## config.mk

```make
export PLATFORM = sky130hd
export DESIGN_NAME = bram_port_arbiter
export DESIGN_NICKNAME = d
export VERILOG_FILES = /design/src/rtl/bram_port_arbiter_pkg.sv /design/src/rtl/bram_rd_tag_pipe.sv /design/src/rtl/bram_port_arbiter.sv
export SDC_FILE = /design/constraint.sdc
export NUM_CORES = 1
export LEC_CHECK = 0
export ABC_AREA = 1
export BUFFER_PORTS_ARGS = -buffer_cell sky130_fd_sc_hd__buf_4
export CORE_MARGIN = 2
export CORE_UTILIZATION = 35
export CTS_CLUSTER_DIAMETER = 40
export DETAILED_ROUTE_END_ITERATION = 8
export PLACE_DENSITY = 0.72
export SETUP_SLACK_MARGIN = 0.5
export SLEW_MARGIN = 40
export SYNTH_ARGS = -nofsm -noshare
export SYNTH_HDL_FRONTEND = slang
export SYNTH_SLANG_ARGS = --single-unit
```

## constraint.sdc

```tcl
create_clock -name clk -period 1.2 [get_ports clk]
set_input_delay 0.18 -clock clk [delete_from_list [all_inputs] [get_ports clk]]
set_output_delay 0.18 -clock clk [all_outputs]
set_load 0.03 [all_outputs]
```

## src/rtl/bram_port_arbiter_pkg.sv

```systemverilog
// Shared widths, owner encodings and the read-tag type for the BRAM port arbiter.
// Latency: n/a (types and constants only).
// Backpressure: n/a.
package bram_port_arbiter_pkg;

    localparam int DATA_W_DEF  = 16;
    localparam int ADDR_W_DEF  = 10;
    localparam int MEM_LAT_DEF = 1;

    // Which client a returning read belongs to
    typedef enum logic {
        OWN_A = 1'b0,
        OWN_B = 1'b1
    } owner_e;

    // One in-flight read: valid bit plus owner
    typedef struct packed {
        logic   vld;
        owner_e own;
    } rd_tag_t;

endpackage

```

## src/rtl/bram_rd_tag_pipe.sv

```systemverilog
// Shift register carrying {valid, owner} of issued reads until their RAM data returns.
// Latency: DEPTH cycles from tag_in to tag_out.
// Backpressure: none; advances every cycle, synchronous clear drops all in-flight tags.
module bram_rd_tag_pipe
    import bram_port_arbiter_pkg::*;
#(
    parameter int DEPTH = 2
) (
    input  logic    clk,
    input  logic    rst,
    input  rd_tag_t tag_in,
    output rd_tag_t tag_out
);

    rd_tag_t [DEPTH-1:0] stg;

    // Shift tags one stage per cycle; reset discards everything in flight
    always_ff @(posedge clk) begin
        if (rst) begin
            stg <= '0;
        end else begin
            stg[0] <= tag_in;
            for (int i = 1; i < DEPTH; i++) begin
                stg[i] <= stg[i-1];
            end
        end
    end

    assign tag_out = stg[DEPTH-1];

endmodule

```

## src/rtl/bram_port_arbiter.sv

```systemverilog
// Round-robin arbiter/sequencer giving two clients (A, B) access to one single-port block RAM.
// Latency: grant is combinational; RAM port registered 1 cycle later; read data valid MEM_LAT+1 cycles after grant.
// Backpressure: a client holds req until gnt; the loser of a contended cycle waits, one command per cycle total.
module bram_port_arbiter
    import bram_port_arbiter_pkg::*;
#(
    parameter int DATA_W  = DATA_W_DEF,
    parameter int ADDR_W  = ADDR_W_DEF,
    parameter int MEM_LAT = MEM_LAT_DEF
) (
    input  logic              clk,
    input  logic              rst,
    input  logic              a_req,
    input  logic              a_we,
    input  logic [ADDR_W-1:0] a_addr,
    input  logic [DATA_W-1:0] a_din,
    output logic              a_gnt,
    output logic              a_rvalid,
    output logic [DATA_W-1:0] a_rdata,
    input  logic              b_req,
    input  logic              b_we,
    input  logic [ADDR_W-1:0] b_addr,
    input  logic [DATA_W-1:0] b_din,
    output logic              b_gnt,
    output logic              b_rvalid,
    output logic [DATA_W-1:0] b_rdata,
    output logic [ADDR_W-1:0] mem_addr,
    output logic              mem_we,
    output logic [DATA_W-1:0] mem_din,
    input  logic [DATA_W-1:0] mem_dout
);

    owner_e  last_grant;
    logic    a_win;
    logic    b_win;
    rd_tag_t tag_in;
    rd_tag_t tag_out;

    // Pick a winner: a sole requester always wins, on contention the one not granted last wins
    always_comb begin
        a_win = 1'b0;
        b_win = 1'b0;
        if (!rst) begin
            a_win = a_req && (!b_req || (last_grant == OWN_B));
            b_win = b_req && !a_win;
        end
    end

    assign a_gnt = a_win;
    assign b_gnt = b_win;

    // Remember the last granted client; starts as B so A wins the first contended cycle
    always_ff @(posedge clk) begin
        if (rst) begin
            last_grant <= OWN_B;
        end else if (a_win) begin
            last_grant <= OWN_A;
        end else if (b_win) begin
            last_grant <= OWN_B;
        end
    end

    // Register the winning command onto the RAM port; idle cycles hold address/data to avoid toggling
    always_ff @(posedge clk) begin
        if (rst) begin
            mem_we   <= 1'b0;
            mem_addr <= '0;
            mem_din  <= '0;
        end else if (a_win) begin
            mem_we   <= a_we;
            mem_addr <= a_addr;
            mem_din  <= a_din;
        end else if (b_win) begin
            mem_we   <= b_we;
            mem_addr <= b_addr;
            mem_din  <= b_din;
        end else begin
            mem_we   <= 1'b0;
        end
    end

    // Tag each granted read with its owner so the returning data can be steered
    always_comb begin
        tag_in     = '0;
        tag_in.vld = (a_win && !a_we) || (b_win && !b_we);
        tag_in.own = a_win ? OWN_A : OWN_B;
    end

    // One stage covers the issue register, MEM_LAT stages cover the RAM
    bram_rd_tag_pipe #(
        .DEPTH (MEM_LAT + 1)
    ) u_tag_pipe (
        .clk     (clk),
        .rst     (rst),
        .tag_in  (tag_in),
        .tag_out (tag_out)
    );

    assign a_rvalid = tag_out.vld && (tag_out.own == OWN_A);
    assign b_rvalid = tag_out.vld && (tag_out.own == OWN_B);
    assign a_rdata  = mem_dout;
    assign b_rdata  = mem_dout;

endmodule

```

# Yosys cells after proc, flatten, opt, wreduce, memory -nomap -nowiden

Index checks and enable logic that the tools add are counted.

Reductions and logical operators: 13
Bitwise gates (word level): 1
Multiplexer cells: 11

Operator list:

| cell               | count |
|---|---|
| two-way mux 16 bit | 2 |
| two-way mux 10 bit | 2 |
| two-way mux 1 bit  | 7 |
| logical AND 1 bit  | 6 |
| zero test 1 bit    | 4 |
| logical OR 1 bit   | 2 |
| nonzero test 2 bit | 1 |
| inverter 1 bit     | 1 |

Bits in registers: 32
Output and inout bits: 63
Bits of input ports: 74
Logic and storage cells: 33

# Logic depth before layout (Yosys ltp)

Gate-level depths: netlist of run 1.

Word-level depth: 8
Mapped depth: 10
Mapped depth without buffers: 8

# Cells and area by module

From an unflattened synthesis of run 1, not the netlist that was laid out.

Cells, all modules: 296
Area, all modules: 1,999.4 sq um

Modules (own cells, without submodules):

| module            | cells an instance | sequential area each (sq um) | area an instance (sq um) | times used |
|---|---|---|---|---|
| bram_port_arbiter | 282               | 560.5                        | 1,874.3                  | 1 |
| bram_rd_tag_pipe  | 14                | 80.1                         | 125.1                    | 1 |

# Worst setup path after synthesis of run 1

No wires, ideal clock.

Kind: flip-flop to flip-flop
Start: register last_grant
End: register mem_addr[5]
Setup slack: 23 ps
Buffers on the path: 2
Clock period less this slack: 1,177 ps
Data required time: 1,091 ps
Library setup time: 109 ps
Stages on the path, launching flop included: 11
Arrival time: 1,068 ps
Cells stage by stage: dfxtp_1 inv_1 nand2_1 buf_6 nand2_4 nand2_2 nand2_4 buf_6 nand3_1 nand2_1 inv_1

Longest elaborated chain between the ends: 6
Elaborated cells between the ends (all ways): 8
Classes of those cells: mux (3); reduce/logical (5)

Ends and longest elaborated chain:

| what                                | RTL line                | source |
|---|---|---|
| from (decl)                         | bram_port_arbiter.sv:33 | `owner_e last_grant;` |
| from (signal assigned)              | bram_port_arbiter.sv:55 | `last_grant <= OWN_B;` |
| from (signal assigned)              | bram_port_arbiter.sv:57 | `last_grant <= OWN_A;` |
| from (signal assigned)              | bram_port_arbiter.sv:59 | `last_grant <= OWN_B;` |
| logical OR 1 bit *                  | bram_port_arbiter.sv:44 | `a_win = a_req && (!b_req \|\| (last_grant == OWN_B));` |
| logical AND 1 bit *                 | bram_port_arbiter.sv:44 |  |
| zero test 1 bit                     | bram_port_arbiter.sv:45 | `b_win = b_req && !a_win;` |
| logical AND 1 bit                   | bram_port_arbiter.sv:45 |  |
| two-way mux 1 bit                   | bram_port_arbiter.sv:43 | `if (!rst) begin` |
| nonzero test 2 bit (no source line) | -                       |  |
| to (signal assigned)                | bram_port_arbiter.sv:71 | `mem_addr <= a_addr;` |
| to (signal assigned)                | bram_port_arbiter.sv:75 | `mem_addr <= b_addr;` |
| to (decl)                           | bram_port_arbiter.sv:27 | `output logic [ADDR_W-1:0] mem_addr,` |

Every way passes the cells marked *; elsewhere a longest branch is shown, timed or not.
A chain may end at the register's enable or synchronous reset.

# Final worst setup path of run 1

Ends and elaborated chain as after synthesis.

==> results of run 1 <==
-- area by class of cell --
type	count	area (um2)	share of cell area [%]
timing repair buffer	124	1240	37.5
clock inverter	2	10.0	0.302
clock buffer	6	82.6	2.49
tap	72	90.1	2.71
inverter	61	244	7.35
multi-input combinational	146	971	29.2
sequential	32	678	20.4
-- power by group --
part | total [uW] | internal, uW | switching [uW] | leakage (uW)
combinational | 1260 | 625 | 634 | 0.00139
clock | 858 | 457 | 400 | 0.0000510
sequential | 1250 | 1180 | 67.7 | 0.000273
-- worst min-delay path by stage --
stage / cells past startpoint / startpoint / slack [ns] / to
floorplan: 2 / b_we / 0.28 / mem_we$_SDFF_PP0_
global placement: 0 / mem_dout[14] / 0.36 / a_rdata[14]
detailed placement: 0 / mem_dout[14] / 0.36 / a_rdata[14]
CTS: 3 / b_we / 0.09 / mem_we$_SDFF_PP0_
global route: 2 / b_we / 0.09 / u_tag_pipe.stg[1]$_SDFF_PP0_
finish: 2 / b_we / 0.1 / u_tag_pipe.stg[1]$_SDFF_PP0_
-- metal layers --
layer  routed length [um]  global-route usage (%)
met5                    0                       0
met4                   96                    6.72
met3                  465                    4.66
met2                 3310                    35.2
met1                 2480                    22.6
-- cell usage after synthesis --
cell	n
buf_2	8
o22ai_1	1
buf_4	34
nand2_2	1
clkbuf_1	5
dfxtp_1	32
nand2_4	2
inv_2	3
nand4_1	26
nand3_1	26
nor2_1	5
nand2_1	57
buf_6	4
buf_1	1
o211ai_1	1
nand3_2	1
inv_1	58
a31oi_1	26
-- critical path: stages (launching register included) --
cell and delay (ns):
dfxtp_2 0.32, inv_2 0.04, nand2_4 0.10, nand3_4 0.10, buf_8 0.15, buf_4 0.12
buf_6 0.13, nand2_1 0.07, nand3_2 0.09, nand2_2 0.07, inv_1 0.05
-- per-stage QoR --
stage	hold WS, ns	instances	setup TNS [ns]
floorplan	0.283	291	0
global placement	0.360	415	0
detailed placement	0.360	415	-0.111
CTS	0.0871	436	-2.73
global route	0.0908	443	-4.65
finish	0.0999	443	-2.68
-- timing repair --
item,4_1_cts,5_1_grt
endpoints found under the setup margin,61,61
pin swaps,6,17
buffers inserted,10,7
gates cloned,3,0
resized for setup,81,52
-- sequential cells by signal (all words and copies together), names as in the netlist --
register	cells
u_tag_pipe.stg	2
mem_we	1
u_tag_pipe.tag_out	2
mem_din	16
last_grant	1
mem_addr	10
-- cell families (layout without fill, tap and decap cells) --
kind of cell | after synthesis | after routing | share of synthesized area [%]
and+or+nand+nor | 118 | 118 | 28.6
DFF | 32 | 32 | 32.5
buffers and inverters | 113 | 193 | 30.0
AOI/OAI and AO/OA | 28 | 28 | 8.94
==> results.json, run 1 <==
{
  "grt_setup_unrepaired": "yes",
  "rr_startpoint": "last_grant$_SDFFE_PP1P_",
  "clk_pin_slew_ns": 0.07,
  "violations": "negative setup slack",
  "syn_nets": 365,
  "period_share_pct": 112,
  "cp-end-kind": "register",
  "hp-class": "primary input to register",
  "routed_wl_um": 6360,
  "crit_end": "mem_addr[5]$_SDFFE_PP0P_",
  "drc_errors": 0,
  "finalHoldViolations": 0,
  "finalSetupViolCount": 28,
  "ys_seq_area_share_pct": 32.5,
  "antenna_cells": 0,
  "startpoint": "last_grant$_SDFFE_PP1P_",
  "insertion_delay_ns": 0.28,
  "fp.dieW_um": 79.1,
  "dieArea_um2": 6250,
  "yosysTopAreaCell": "dfxtp_1",
  "crit_arrival_ns": 1.53,
  "startpoint_type": "register",
  "final_cell_area_um2": 3320,
  "leakage_uw": 0.00171,
  "placed_area_um2": 2540,
  "grt_pass1_vias": 2073,
  "cts_tree": "yes",
  "rr_worst_depth": 10,
  "reg2reg_to": "mem_addr[5]$_SDFFE_PP0P_",
  "outcome": "finished, violations left",
  "nets": 444,
  "skew_ns": 0.00288,
  "vdd_ir_drop_max_uv": 533,
  "die_h_um": 79.1,
  "synth_warnings": 0,
  "grt_max_degree": 28,
  "num_vias": 2176,
  "drv_cap": 0,
  "h-tree-depth": 2,
  "dp_hpwl_um": 3860,
  "worst-path-max-fanout": 8,
  "portBuffers": 88,
  "max_slew_margin_pct": 79.9,
  "fp.coreArea_um2": 5470,
  "antenna_found_initial": 0,
  "netlist_area_um2": 1970,
  "rows": 27,
  "clk_path_buf_depth": 2,
  "synthCells": 291,
  "synth-seq-cells": 32,
  "fillers": 486,
  "synth_cell_types": 18,
  "grt_overflow": 0,
  "grt_usage_pct": 19.6,
  "total_power_uw": 3360,
  "avgSynthCellArea_um2": 6.78,
  "crit_type": "register to register",
  "crit_required_ns": 1.38,
  "io-pin-count": 137,
  "vias_per_cell": 4.91,
  "synthTopCellsByArea": "dfxtp_1, buf_4, inv_1",
  "fmax_mhz": 742,
  "ant_nets": 0,
  "power_density_nw_per_um2": 1010,
  "pre_cts_slack_ns": -0.0213,
  "cts_hold_buf": 0,
  "cts_sinks": 32,
  "syn_to_final_growth_pct": 68.2,
  "worst_pin_slew_ns": 0.302,
  "wire_per_inst_um": 14.3,
  "drive_gt1_share_pct": 57.7,
  "gp_congestion": 0.724,
  "cts-root-buf": "clkbuf_8",
  "post-route-min-period_ns": 1.35,
  "numCtsBuffers": 5,
  "mostFrequentLayoutCell": "buf_4",
  "fin_ws_ns": -0.147,
  "reg2reg_slack_ns": -0.15,
  "floorplan.initialDensity_pct": 36.1,
  "yosysTopAreaCellShare_pct": 32.5,
  "drtIter0Drc": 95,
  "slew_violations": 0,
  "first_pass_iters": 4,
  "grt_pass1_wl_um": 9740,
  "layout_common_cells": "buf_4, inv_1, nand2_1, buf_6, dfxtp_2",
  "final_util_pct": 60.7
}
Note: power is estimated with default switching activity, not from simulation.
==> inputs of run 2 (changes only) <==
==> constraint.sdc (replaced) <==
create_clock -name clk -period 1.23 [get_ports clk]
set_input_delay 0.1845 -clock clk [delete_from_list [all_inputs] [get_ports clk]]
set_output_delay 0.1845 -clock clk [all_outputs]
set_load 0.03 [all_outputs]
==> results.json, run 2 (synthesis results as in run 1) <==
{
  "first_pass_iters": 4,
  "grt_pass1_wl_um": 9570,
  "power_density_nw_per_um2": 1020,
  "max_slew_margin_pct": 77.6,
  "wire_per_inst_um": 14.2,
  "grt_max_degree": 30,
  "rows": 27,
  "rr_worst_depth": 9,
  "gp_congestion": 0.751,
  "cts-root-buf": "clkbuf_8",
  "finalHoldViolations": 0,
  "pre_cts_slack_ns": -0.0152,
  "outcome": "finished, violations left",
  "h-tree-depth": 2,
  "drive_gt1_share_pct": 53.1,
  "antenna_found_initial": 0,
  "fin_cells": 439,
  "fillers": 507,
  "skew_ns": 0.00221,
  "worst-path-max-fanout": 4,
  "crit_type": "register to output port",
  "dp_hpwl_um": 3800,
  "post-route-min-period_ns": 1.34,
  "seq_area_um2": 678,
  "largest_reg_flops": 16,
  "ant_nets": 0,
  "whs_path_depth": 3,
  "reg2reg_to": "mem_addr[2]$_SDFFE_PP0P_",
  "cts_sinks": 32,
  "worst_pin_slew_ns": 0.337,
  "clk_path_buf_depth": 2,
  "grt_usage_pct": 19.4,
  "hp-class": "primary input to register",
  "io-pin-count": 137,
  "layout_common_cells": "buf_4, inv_1, nand2_1, buf_6, dfxtp_2",
  "hp-start": "a_we",
  "drc_errors": 0,
  "leakage_uw": 0.00166,
  "fp.dieW_um": 79.1,
  "insertion_delay_ns": 0.28,
  "rr_startpoint": "last_grant$_SDFFE_PP1P_",
  "routed_wl_um": 6240,
  "multi_input_area_um2": 925,
  "startpoint_type": "register",
  "placed_area_um2": 2480,
  "final_cell_area_um2": 3150,
  "fp.coreArea_um2": 5470,
  "mostFrequentLayoutCell": "buf_4",
  "crit_slowest_cell": "dfxtp_2",
  "fmax_mhz": 746,
  "vdd_ir_drop_max_uv": 524,
  "grt_setup_unrepaired": "yes",
  "clk_pin_slew_ns": 0.06,
  "largest_register": "mem_din",
  "min_to": "mem_we$_SDFF_PP0_",
  "numCtsBuffers": 5,
  "total_power_uw": 3220,
  "drtIter0Drc": 106,
  "cts_tree": "yes",
  "largest_registers": "mem_din: 16 flops, mem_addr: 10 flops",
  "fin_ws_ns": -0.110,
  "slew_violations": 0,
  "finalSetupViolCount": 21,
  "crit_required_ns": 1.05,
  "cp-end-kind": "output port",
  "die_h_um": 79.1,
  "cpPeakStageDelay_ns": 0.32,
  "floorplan.initialDensity_pct": 36.1,
  "crit_chain": "inv_2 > nand2_4 > nand2_8 > nand2_4 > buf_6 > inv_4 > buf_6",
  "dieArea_um2": 6250,
  "syn_to_final_growth_pct": 59.7,
  "num_vias": 2185,
  "period_share_pct": 109,
  "grt_overflow": 0,
  "portBuffers": 88,
  "antenna_cells": 0,
  "crit_arrival_ns": 1.16,
  "place_inst": 411,
  "vias_per_cell": 4.98,
  "reg2reg_slack_ns": -0.03,
  "nets": 441,
  "grt_pass1_vias": 2107,
  "drv_cap": 0,
  "violations": "negative setup slack"
}
==> run 2: changes by cell type in the layout (fill, tap and decap cells not counted), moves of 2 or more <==
cell	delta
buf_6	-4
nand2_2	-4
buf_4	+6
nand2_1	+3
nand3_1	+13
buf_16	-3
nand3_2	-13
clkinv_2	-2
buf_12	-5
==> run 2: worst max path at each step <==
stage                                       start                        to  slack [ns]
after global placement    last_grant$_SDFFE_PP1P_   mem_din[0]$_SDFFE_PP0P_        0.02
after detailed placement  last_grant$_SDFFE_PP1P_  mem_addr[7]$_SDFFE_PP0P_       -0.02
after global routing      last_grant$_SDFFE_PP1P_                     b_gnt       -0.16
after CTS                 last_grant$_SDFFE_PP1P_                     b_gnt       -0.11
after floorplan           last_grant$_SDFFE_PP1P_  mem_addr[5]$_SDFFE_PP0P_        0.09
final                     last_grant$_SDFFE_PP1P_                     b_gnt       -0.11
==> run 2: report_power, final <==
group,switching [uW],internal [uW]
registers,66.0,1150
logic,585,538
clock network,377,498
==> run 2: worst max-delay path: cells and delay by family (launching register included) <==
family,cells,cell delay [ns]
buffers and inverters,4,0.34
DFF,1,0.32
and+or+nand+nor,3,0.21
==> run 2: per-layer routing <==
metal / GRT usage, % / part of all wire, %
met5: 0 / 0
met4: 7.59 / 1.4
met3: 5.57 / 8.8
met2: 33.3 / 51
met1: 22.9 / 39
==> run 2: stage by stage <==
stage / utilization, % / hold WS (ns) / setup TNS [ns]
final: 57.6 / 0.101 / -0.475
after global routing: 57.6 / 0.109 / -2.63
after CTS: 53.5 / 0.0997 / -0.691
after detailed placement: 45.4 / 0.369 / -0.0688
after global placement: 45.4 / 0.369 / 0
after floorplan: - / 0.288 / 0
==> run 2: what timing repair did <==
action / CTS / global route
setup buffers: 11 / 7
pin swaps: 3 / 3
hold buffers: 0 / 0
cloned: 2 / 1
setup endpoints to repair: 61 / 61
resized for setup: 78 / 39
==> run 2: final cells by class <==
cell class | instances | area share (%)
clock buffers | 7 | 3.06
inverters | 61 | 7.74
multi-input cells | 147 | 29.3
flip-flops and latches | 32 | 21.5
well taps | 72 | 2.86
repair buffers | 120 | 35.5
==> inputs of run 3 (changes only) <==
==> constraint.sdc (replaced) <==
create_clock -name clk -period 1.1 [get_ports clk]
set_input_delay 0.165 -clock clk [delete_from_list [all_inputs] [get_ports clk]]
set_output_delay 0.165 -clock clk [all_outputs]
set_load 0.03 [all_outputs]
==> results.json, run 3 (synthesis results as in run 1) <==
{
  "clk_path_buf_depth": 2,
  "grt_pass1_vias": 2121,
  "period_share_pct": 118,
  "floorplan.initialDensity_pct": 36.1,
  "nets": 449,
  "cp-end-kind": "output port",
  "finalHoldViolations": 0,
  "drv_cap": 0,
  "wire_per_inst_um": 14.3,
  "leakage_uw": 0.00174,
  "drive_gt1_share_pct": 58.7,
  "cts_tree": "yes",
  "setup_tns_ns": -4.15,
  "crit_required_ns": 0.94,
  "post-route-min-period_ns": 1.30,
  "cts_sinks": 32,
  "dieArea_um2": 6250,
  "dp_hpwl_um": 3720,
  "power_density_nw_per_um2": 1050,
  "portBuffers": 88,
  "cts-root-buf": "clkbuf_8",
  "reg2reg_slack_ns": -0.18,
  "rows": 27,
  "numCtsBuffers": 5,
  "die_h_um": 79.1,
  "critPathBufInv": 4,
  "mostFrequentLayoutCell": "buf_4",
  "largest_registers": "mem_din: 16 flops, mem_addr: 10 flops",
  "grt_max_degree": 28,
  "skew_ns": 0.00549,
  "pre_cts_slack_ns": -0.158,
  "slew_violations": 0,
  "clk_pin_slew_ns": 0.06,
  "cts_hold_buf": 0,
  "insertion_delay_ns": 0.28,
  "fp.dieW_um": 79.1,
  "cpPeakStageDelay_ns": 0.31,
  "fp.coreArea_um2": 5470,
  "startpoint_type": "register",
  "crit_type": "register to output port",
  "vdd_ir_drop_max_uv": 505,
  "outcome": "finished, violations left",
  "io-pin-count": 137,
  "vias_per_cell": 4.93,
  "largest_register": "mem_din",
  "finalSetupViolCount": 29,
  "gp_congestion": 0.765,
  "syn_to_final_growth_pct": 70.0,
  "violations": "negative setup slack",
  "largest_reg_flops": 16,
  "crit_family": "buffers and inverters",
  "grt_overflow": 0,
  "fin_ws_ns": -0.196,
  "crit_chain": "inv_2 > nand2_4 > nand2_8 > nand2_4 > buf_6 > inv_4 > buf_6",
  "worst_pin_slew_ns": 0.305,
  "worst-path-max-fanout": 3,
  "hp-class": "primary input to register",
  "drc_errors": 0,
  "grt_usage_pct": 18.9,
  "crit_slowest_cell": "dfxtp_2",
  "h-tree-depth": 2,
  "antenna_cells": 0,
  "max_slew_margin_pct": 79.6,
  "first_pass_iters": 4,
  "num_vias": 2193,
  "ant_nets": 0,
  "drtIter0Drc": 81,
  "routed_wl_um": 6340,
  "fmax_mhz": 771,
  "antenna_found_initial": 0,
  "crit_arrival_ns": 1.13,
  "grt_pass1_wl_um": 9400,
  "layout_common_cells": "buf_4, inv_1, nand2_1, buf_6, dfxtp_2",
  "grt_setup_unrepaired": "yes"
}
==> run 3: changes by cell type in the layout (fill, tap and decap cells not counted), moves of 3 or more <==
cell / before / now
buf_6: 32 / 36
nand2_1: 42 / 38
nand2_2: 7 / 10
nand3_1: 18 / 4
nand3_2: 8 / 22
==> run 3: layer usage <==
layer	share of wire (%)	track usage (%)	up-vias
li1	-	-	1069
met1	40	22.3	1010
met2	51	33.4	100
met3	8.0	5.23	14
met4	1.1	5.17	0
met5	0	0	-
==> run 3: power breakdown <==
part           leakage (uW)  internal (uW)  switching (uW)
Sequential         0.000273           1290            72.6
Clock             0.0000359            407             393
Combinational       0.00143            655             700
==> run 3: per-stage QoR <==
step	util, %	instance area, um2	hold WS, ns	std cells	total power [uW]
final	61.3	3350	0.0913	445	3520
after global routing	61.3	3350	0.0809	445	3700
after CTS	56.0	3070	0.0839	435	3400
after detailed placement	46.1	2520	0.330	415	2340
after global placement	46.1	2520	0.330	415	2330
after floorplan	-	2020	0.268	291	2150
==> run 3: final cells by class <==
cell class / instances / area [um2]
fill: 492 / 2120
multi-input combinational: 149 / 1050
sequential: 32 / 678
clock buffer: 5 / 68.8
tap: 72 / 90.1
inverter: 61 / 244
timing repair buffer: 126 / 1220
==> run 3: final timing paths <==
path,from,end,depth (start not counted)
hold / removal,b_we,u_tag_pipe.stg[1]$_SDFF_PP0_,2
setup / recovery,last_grant$_SDFFE_PP1P_,b_gnt,7
setup reg to reg,last_grant$_SDFFE_PP1P_,mem_din[2]$_SDFFE_PP0P_,10
hold reg to reg,u_tag_pipe.stg[1]$_SDFF_PP0_,u_tag_pipe.tag_out[1]$_SDFF_PP0_,2
==> run 3: what timing repair did <==
action	4_1_cts	5_1_grt
cloned	4	2
buffers inserted	11	8
hold endpoints to repair	0	0
endpoints found under the setup margin	61	61
resized for setup	94	45
pin swaps	4	12
==> run 3: worst reg2reg max path, delay by kind of cell, from the launching register on <==
kind / cells / cell delay (ns)
simple gates: 5 / 0.40
buf+inv: 5 / 0.46
flops: 1 / 0.32
